**src/rtl/seg_display_scanner.sv**
```systemverilog
// Time-multiplexed driver for a 4-digit 7-segment display.
// Inputs are captured into shadow registers once per frame so a frame never tears;
// each digit slot starts with a guard interval of dark anodes to suppress ghosting.
module seg_display_scanner #(
    parameter int unsigned SCAN_DIV     = 100000,
    parameter int unsigned GUARD        = 4,
    parameter int unsigned BLINK_FRAMES = 125,
    parameter bit          ACTIVE_LOW   = 1'b1
) (
    input  logic        clk,
    input  logic        resetn,
    input  logic [15:0] num,
    input  logic [3:0]  blink_mask,
    input  logic [3:0]  blank_mask,
    input  logic [3:0]  dp_mask,
    output logic [3:0]  an,
    output logic [6:0]  seg,
    output logic        dp,
    output logic        frame_tick
);

    localparam int unsigned DivW   = (SCAN_DIV > 2) ? $clog2(SCAN_DIV) : 1;
    localparam int unsigned BlinkW = (BLINK_FRAMES > 2) ? $clog2(BLINK_FRAMES) : 1;

    logic [DivW-1:0]   div_cnt_q, div_cnt_d;
    logic [1:0]        idx_q, idx_d;
    logic [BlinkW-1:0] blink_cnt_q, blink_cnt_d;
    logic              blink_phase_q, blink_phase_d;
    logic [15:0]       num_sh_q, num_sh_d;
    logic [3:0]        blink_sh_q, blink_sh_d;
    logic [3:0]        blank_sh_q, blank_sh_d;
    logic [3:0]        dp_sh_q, dp_sh_d;
    logic              frame_tick_q, frame_tick_d;
    logic [3:0]        an_q, an_d;
    logic [6:0]        seg_q, seg_d;
    logic              dp_q, dp_d;

    logic       slot_end;
    logic       frame_end;
    logic [1:0] dsel;
    logic       dark;

    // BCD to segments, gfedcba; non-decimal codes blank the segments.
    function automatic logic [6:0] bcd_to_seg(input logic [3:0] v);
        logic [6:0] s;
        case (v)
            4'd0:    s = 7'b0111111;
            4'd1:    s = 7'b0000110;
            4'd2:    s = 7'b1011011;
            4'd3:    s = 7'b1001111;
            4'd4:    s = 7'b1100110;
            4'd5:    s = 7'b1101101;
            4'd6:    s = 7'b1111101;
            4'd7:    s = 7'b0000111;
            4'd8:    s = 7'b1111111;
            4'd9:    s = 7'b1101111;
            default: s = 7'b0000000;
        endcase
        return s;
    endfunction

    // Next-state for scan counters, shadows, blink state and logical outputs.
    always_comb begin
        slot_end  = (div_cnt_q == DivW'(SCAN_DIV - 1));
        frame_end = slot_end && (idx_q == 2'd3);
        // idx 0 is the leftmost digit (3), so the digit number is the inverted index.
        dsel      = ~idx_q;
        dark      = blank_sh_q[dsel] | (blink_phase_q & blink_sh_q[dsel]);

        div_cnt_d     = slot_end ? '0 : div_cnt_q + DivW'(1);
        idx_d         = slot_end ? idx_q + 2'd1 : idx_q;
        blink_cnt_d   = blink_cnt_q;
        blink_phase_d = blink_phase_q;
        num_sh_d      = num_sh_q;
        blink_sh_d    = blink_sh_q;
        blank_sh_d    = blank_sh_q;
        dp_sh_d       = dp_sh_q;
        frame_tick_d  = frame_end;

        if (frame_end) begin
            num_sh_d   = num;
            blink_sh_d = blink_mask;
            blank_sh_d = blank_mask;
            dp_sh_d    = dp_mask;
            if (blink_cnt_q == BlinkW'(BLINK_FRAMES - 1)) begin
                blink_cnt_d   = '0;
                blink_phase_d = ~blink_phase_q;
            end else begin
                blink_cnt_d = blink_cnt_q + BlinkW'(1);
            end
        end

        // Anode stays on for a dark digit; only segments and dp are suppressed.
        an_d  = (div_cnt_q < DivW'(GUARD)) ? 4'b0000 : (4'b0001 << dsel);
        seg_d = dark ? 7'b0000000 : bcd_to_seg(num_sh_q[{dsel, 2'b00} +: 4]);
        dp_d  = dark ? 1'b0 : dp_sh_q[dsel];
    end

    // State and registered logical outputs, cleared asynchronously.
    always_ff @(posedge clk or negedge resetn) begin
        if (!resetn) begin
            div_cnt_q     <= '0;
            idx_q         <= '0;
            blink_cnt_q   <= '0;
            blink_phase_q <= 1'b0;
            num_sh_q      <= '0;
            blink_sh_q    <= '0;
            blank_sh_q    <= '0;
            dp_sh_q       <= '0;
            frame_tick_q  <= 1'b0;
            an_q          <= '0;
            seg_q         <= '0;
            dp_q          <= 1'b0;
        end else begin
            div_cnt_q     <= div_cnt_d;
            idx_q         <= idx_d;
            blink_cnt_q   <= blink_cnt_d;
            blink_phase_q <= blink_phase_d;
            num_sh_q      <= num_sh_d;
            blink_sh_q    <= blink_sh_d;
            blank_sh_q    <= blank_sh_d;
            dp_sh_q       <= dp_sh_d;
            frame_tick_q  <= frame_tick_d;
            an_q          <= an_d;
            seg_q         <= seg_d;
            dp_q          <= dp_d;
        end
    end

    // Pin polarity applied after the output registers.
    assign an         = an_q ^ {4{ACTIVE_LOW}};
    assign seg        = seg_q ^ {7{ACTIVE_LOW}};
    assign dp         = dp_q ^ ACTIVE_LOW;
    assign frame_tick = frame_tick_q;

endmodule

```
**config.mk**
```make
export PLATFORM = sky130hd
export DESIGN_NAME = seg_display_scanner
export DESIGN_NICKNAME = d
export VERILOG_FILES = /design/src/rtl/seg_display_scanner.sv
export SDC_FILE = /design/constraint.sdc
export NUM_CORES = 1
export LEC_CHECK = 0
export CORE_UTILIZATION = 55
export DETAILED_ROUTE_END_ITERATION = 6
export PLACE_DENSITY = 0.88
export SYNTH_ARGS = -nofsm -noshare
export SYNTH_HDL_FRONTEND = slang
export SYNTH_SLANG_ARGS = --single-unit
export TNS_END_PERCENT = 5
```
**constraint.sdc**
```tcl
create_clock -name clk -period 3.15 [get_ports clk]
set_input_delay 0.63 -clock clk [delete_from_list [all_inputs] [get_ports clk]]
set_output_delay 0.63 -clock clk [all_outputs]
set_load 0.03 [all_outputs]
```
==> results of run 1 <==
==> sequential cells by signal, summed over array words and instances (netlist names), 2 cells and up <==
signal and flops:
num_sh_q 16, blink_sh_q 4, an_q 4, dp_sh_q 4, idx_q 2, blank_sh_q 4
blink_cnt_q 7, seg_q 7, div_cnt_q 17
==> per-layer routing <==
metal	vias up	GRT usage, %	wire (um)
met5	-	0	0
met4	0	11.4	156
met3	16	4.72	202
met2	57	38.3	3420
met1	1131	27.8	2850
li1	1080	-	-
==> logic make-up (layout without fill, tap and decap cells) <==
logic type | count (synthesis) | count (layout)
AO/OA/AOI/OAI | 40 | 40
XOR/XNOR | 14 | 14
adder cells (fa/ha/maj) | 12 | 12
buffers and inverters | 33 | 87
flip-flops | 68 | 68
multiplexers | 38 | 38
AND/OR/NAND/NOR | 75 | 75
==> worst max path at each step <==
stage | start | to | slack, ns
final | idx_q[0] | dp_sh_q[1] | 0.64
after global routing | idx_q[0] | blink_cnt_q[3] | 0.44
after CTS | idx_q[0] | dp_sh_q[1] | 0.63
after detailed placement | idx_q[0] | dp_sh_q[1] | 0.69
after global placement | idx_q[0] | dp_sh_q[1] | 0.71
after floorplan | div_cnt_q[0] | blank_sh_q[0] | 1.13
==> metrics by stage <==
| step | power, W | utilization, % | cells |
|---|---|---|---|
| after detailed placement | 0.00107 | 65.2 | 393 |
| after floorplan | 0.000991 | - | 280 |
| after global placement | 0.00107 | 65.2 | 393 |
| after CTS | 0.00188 | 69.0 | 409 |
| final | 0.00186 | 69.0 | 409 |
| after global routing | 0.00194 | 69.0 | 409 |
==> cell type report <==
| cell class | count | share of cell area [%] |
|---|---|---|
| clock inverter | 5 | 2.03 |
| multi-input combinational | 179 | 38.0 |
| tap | 75 | 2.27 |
| inverter | 24 | 2.18 |
| clock buffer | 11 | 3.42 |
| sequential | 68 | 41.2 |
| timing repair buffer | 47 | 11.0 |
==> critical path, stage by stage, from the launching register on <==
cell     delay, ns
dfrtp_1       0.61
ha_1          0.25
inv_1         0.13
or4b_2        0.68
buf_4         0.31
mux2_1        0.38
==> power breakdown <==
part           switching (W)  internal [W]
Clock               0.000337      0.000470
Sequential         0.0000137      0.000897
Combinational      0.0000635     0.0000819
==> placed cells by master (no fill, tap or decap), types with 4 or more instances in the layout <==
cell type / n
dfrtp_1: 68
clkdlybuf4s50_1: 41
mux2_4: 27
inv_1: 24
nor2_1: 14
a21oi_1: 14
nand2_1: 13
ha_1: 12
nand3_1: 10
clkbuf_8: 10
xnor2_1: 8
and2_1: 7
xor2_1: 6
mux4_2: 5
buf_4: 5
nor2b_1: 4
==> impl_metrics.env, run 1 <==
export IMPL_drt_wl_total_mm=6.62
export IMPL_fin_crit_ns=2.51
export IMPL_r2r_cells=5
export IMPL_synth_fp_nets=322
export IMPL_die_h_um=81.2
export IMPL_syn_cell_area_mm2=0.00345
export IMPL_ff_latch_area_mm2=0.00170
export IMPL_clockBufferDepth=2
export IMPL_synth_most_common_cell="dfrtp_1"
export IMPL_routabilityCongestion=0.928
export IMPL_numClockSinks=68
export IMPL_port_buffers=42
export IMPL_place_area_mm2=0.00391
export IMPL_syn_inst=280
export IMPL_hp_class="in2async"
export IMPL_path_clk_slew_ns=0.08
export IMPL_max_cap_violations=0
export IMPL_synth_ff_type="dfrtp_1"
export IMPL_cp_end_kind="register"
export IMPL_outcome="complete, no violations"
export IMPL_grt_pass1_vias=2350
export IMPL_synth_compound_area_share_pct=8.05
export IMPL_synth_top_family_by_area="multiplexers"
export IMPL_fp_coreArea_mm2=0.00599
export IMPL_final_area_mm2=0.00413
export IMPL_clock_latency_ns=0.35
export IMPL_hold_violations=0
export IMPL_wl_per_cell_um=16.2
export IMPL_ys_types=52
export IMPL_ys_async_sr_fraction_pct=100
export IMPL_crit_path_max_fanout=32
export IMPL_timing_fmax_ghz=0.398
export IMPL_yosys_area_share_simple_pct=12.6
export IMPL_worst_setup_path_start_kind="register"
export IMPL_arrival_ns=2.75
export IMPL_finalSetupViolations=0
export IMPL_synth_avg_cell_area_um2=12.3
export IMPL_synthAdderAreaFrac_pct=4.35
export IMPL_dp_hpwl_mm=4.64
export IMPL_clock_skew_ns=0.0108
export IMPL_crit_required_ns=3.39
export IMPL_multi_input_area_mm2=0.00157
export IMPL_cts_setup_buffers=0
export IMPL_worst_setup_path_type="reg2reg"
export IMPL_cts_root_buf="clkbuf_8"
export IMPL_ys_top_cells_by_area="dfrtp_1, mux2_4, ha_1"
export IMPL_setup_ws_ns=0.639
export IMPL_numCtsBuffers=9
export IMPL_fin_crit_sh_pct=79.7
export IMPL_rsz0062_at_grt="false"
export IMPL_cts_max_level=3
export IMPL_powerDensity_mw_per_mm2=451
export IMPL_synth_seq_cells=68
export IMPL_synth_top_area_share_pct=49.3
export IMPL_yosys_warnings=0
export IMPL_route_detailed_drc=0
export IMPL_slew_headroom_pct=44.9
export IMPL_synth_commonest_cells="dfrtp_1, mux2_4, inv_1"
export IMPL_p_leak_nw=1.91
export IMPL_drive_gt1_share_pct=18.9
export IMPL_ant_nets=0
export IMPL_cts_repair_resize_count=0
export IMPL_die_w_um=81.2
export IMPL_drtIter0Drc=189
export IMPL_place_ws_ns=0.685
export IMPL_synth_edf_count=0
export IMPL_final_nets=371
export IMPL_grt_remaining_overflow=0
export IMPL_hold_buffers=0
export IMPL_rr_endpoint="dp_sh_q[1]"
export IMPL_die_area_mm2=0.00660
export IMPL_antenna_found_initial=0
export IMPL_track_usage_pct=22.8
export IMPL_vdd_drop_max_uv=353
export IMPL_grt_max_degree=39
export IMPL_nFillCells=406
export IMPL_r2r_slack_ns=0.64
export IMPL_antenna_cells=0
export IMPL_first_pass_iters=4
export IMPL_yosysSeqAreaShare_pct=49.3
export IMPL_timing_final_max_slew_violations=0
export IMPL_ios=43
export IMPL_muxShareOfSynthArea_pct=16.9
export IMPL_r2r_start="idx_q[0]"
export IMPL_whs_ns=0.377
export IMPL_start_util_pct=57.6
export IMPL_cts_tree="built"
export IMPL_worst_pin_slew_ns=0.827
export IMPL_fp_row_count=28
export IMPL_yosys_area_top_type="dfrtp_1"
export IMPL_tns_ns=0
export IMPL_grt_pass1_wl_mm=10.9
export IMPL_area_delta_synth_final_pct=19.8
export IMPL_synth_xor_area_share_pct=3.55
export IMPL_vias=2284
export IMPL_viasPerCell=5.58
(Power assumes the default switching activity.)
==> run 2, diff against run 1 <==
--- a/config.mk
+++ b/config.mk
@@ -5,9 +5,9 @@
 export SDC_FILE = /design/constraint.sdc
 export NUM_CORES = 1
 export LEC_CHECK = 0
-export CORE_UTILIZATION = 55
+export CORE_UTILIZATION = 50
 export DETAILED_ROUTE_END_ITERATION = 6
-export PLACE_DENSITY = 0.88
+export PLACE_DENSITY = 0.85
 export SYNTH_ARGS = -nofsm -noshare
 export SYNTH_HDL_FRONTEND = slang
 export SYNTH_SLANG_ARGS = --single-unit
==> constraint.sdc (replaced) <==
create_clock -name clk -period 2.2 [get_ports clk]
set_input_delay 0.44 -clock clk [delete_from_list [all_inputs] [get_ports clk]]
set_output_delay 0.44 -clock clk [all_outputs]
set_load 0.03 [all_outputs]
==> run 2 against run 1 <==
Net effect:
- critical endpoint is now num_sh_q[15]
- cell area grew 3.9%
- core utilization is 2.9 points lower
- largest power group unchanged
- combinational power rose by 48%
==> impl_metrics.env, run 2 (synthesis gave the netlist of run 1 again) <==
export IMPL_drt_wl_total_mm=6.98
export IMPL_clockPowerShare_pct=42.8
export IMPL_drive_gt1_share_pct=22.6
export IMPL_timing_fmax_ghz=0.489
export IMPL_total_power_w=0.00265
export IMPL_worst_setup_path_type="reg2reg"
export IMPL_p_comb_share_pct=8.1
export IMPL_max_cap_violations=0
export IMPL_route_detailed_drc=0
export IMPL_timing_final_max_slew_violations=0
export IMPL_first_pass_iters=4
export IMPL_viasPerCell=5.52
export IMPL_layout_commonest_cell="dfrtp_1"
export IMPL_cpPeakStageDelay_ns=0.58
export IMPL_drtIter0Drc=122
export IMPL_vias=2352
export IMPL_powerDensity_mw_per_mm2=618
export IMPL_p_switching_w=0.000604
export IMPL_path_clk_slew_ns=0.08
export IMPL_grt_max_degree=69
export IMPL_cts_root_buf="clkbuf_8"
export IMPL_slew_headroom_pct=68.4
export IMPL_cts_tree="built"
export IMPL_ant_nets=0
export IMPL_crit_required_ns=2.43
export IMPL_ff_latch_area_mm2=0.00170
export IMPL_top_regs="div_cnt_q x17, num_sh_q x16"
export IMPL_arrival_ns=2.28
export IMPL_fin_crit_ns=2.05
export IMPL_track_usage_pct=20.3
export IMPL_nFillCells=455
export IMPL_cts_max_level=3
export IMPL_dp_hpwl_mm=4.69
export IMPL_top_register="div_cnt_q"
export IMPL_grt_remaining_overflow=0
export IMPL_antenna_cells=0
export IMPL_fp_row_count=29
export IMPL_hp_class="in2async"
export IMPL_p_leak_nw=2.01
export IMPL_clock_skew_ns=0.0149
export IMPL_clockBufferDepth=2
export IMPL_numCtsBuffers=9
export IMPL_cp_end_kind="register"
export IMPL_outcome="complete, no violations"
export IMPL_finalSetupViolations=0
export IMPL_switching_share_pct=22.8
export IMPL_mostFrequentLayoutCells="dfrtp_1, clkdlybuf4s50_1, mux2_4"
export IMPL_numClockSinks=68
export IMPL_path_cells="nor4_4 > nand2_1 > or4b_4 > clkbuf_16 > mux2_4"
export IMPL_largest_reg_flops=17
export IMPL_critPathLaunch="div_cnt_q[12]"
export IMPL_final_nets=386
export IMPL_p_int_w=0.00205
export IMPL_worst_setup_path_start_kind="register"
export IMPL_wl_per_cell_um=16.4
export IMPL_fin_crit_sh_pct=93.0
export IMPL_area_delta_synth_final_pct=24.4
export IMPL_vdd_drop_max_uv=284
export IMPL_whs_ns=0.101
export IMPL_grt_pass1_wl_mm=11.3
export IMPL_r2r_start="div_cnt_q[12]"
export IMPL_die_area_mm2=0.00724
export IMPL_clock_latency_ns=0.35
export IMPL_port_buffers=42
export IMPL_die_h_um=85.1
export IMPL_crit_path_max_fanout=12
export IMPL_die_w_um=85.1
export IMPL_grt_pass1_vias=2386
export IMPL_seq_power_share_pct=49.1
export IMPL_worst_pin_slew_ns=0.470
export IMPL_multi_input_area_mm2=0.00157
export IMPL_cp_slowest_cell="or4b_4"
export IMPL_start_util_pct=53.1
export IMPL_hold_violations=0
export IMPL_ios=43
export IMPL_fp_coreArea_mm2=0.00649
export IMPL_routabilityCongestion=0.799
export IMPL_antenna_found_initial=0
-- run 2: cell count changes in the layout (fill, tap and decap cells not counted), sizes merged --
cell / delta
buf: +14
clkinvlp: -2
clkbuf: -1
clkinv: +4
-- run 2: path summary, 6_finish.rpt --
check / endpoint / slack [ns] / cells after the start
max in group asynchronous: an_q[0] / 1.79 / 2
min in group clk: div_cnt_q[0] / 0.48 / 1
worst max register to register: num_sh_q[15] / 0.15 / 5
worst min register to register: div_cnt_q[0] / 0.48 / 1
worst min-delay path: frame_tick / 0.10 / 2
worst max-delay path: num_sh_q[15] / 0.15 / 5
-- run 2: layout make-up --
| type | count | share of cell area, % |
|---|---|---|
| inverters | 24 | 2.10 |
| repair buffers | 62 | 14.2 |
| well taps | 77 | 2.24 |
| clock buffers | 9 | 2.88 |
| clock inverters | 7 | 2.33 |
| flip-flops and latches | 68 | 39.6 |
| multi-input cells | 179 | 36.7 |
-- run 2: power groups by stage --
stage	logic (W)	registers, W	clock network [W]
3_3_place_gp	0.000206	0.00132	0
4_1_cts	0.000214	0.00130	0.00115
5_1_grt	0.000231	0.00131	0.00122
6_report	0.000214	0.00130	0.00114
3_5_place_dp	0.000211	0.00133	0
2_1_floorplan	0.0000997	0.00132	0
-- run 2: critical path: cells and delay by family (launching register included) --
family        cells  cell delay [ns]
buf+inv           1             0.22
simple gates      3             0.99
mux               1             0.30
flops             1             0.42
-- run 2: per-stage QoR --
stage	cell area [um^2]	instances	setup slack (ns)	setup TNS (ns)	util, %
finish	4290	426	0.154	0	66.1
CTS	4270	425	0.0449	0	65.7
global placement	4040	409	0.0957	0	62.2
floorplan	3450	280	0.181	0	-
detailed placement	4040	409	0.0530	0	62.2
global route	4290	426	-0.00635	-0.00635	66.1
-- run 2: layer usage --
layer / wire length [um] / share of wire, % / GRT usage, % / up-vias
met5: 0 / 0 / 0 / -
met4: 133 / 1.9 / 8.32 / 0
met3: 295 / 4.2 / 4.28 / 12
met2: 3400 / 49 / 33.0 / 59
met1: 3160 / 45 / 26.6 / 1173
li1: - / - / - / 1108
-- run 2: what timing repair did --
| item | in CTS | in global routing |
|---|---|---|
| buffers inserted | 0 | 0 |
| hold buffers | 0 | 0 |
| hold endpoints to repair | 0 | 0 |
| endpoints found under the setup margin | 0 | 23 |
| gates resized for setup | 0 | 1 |
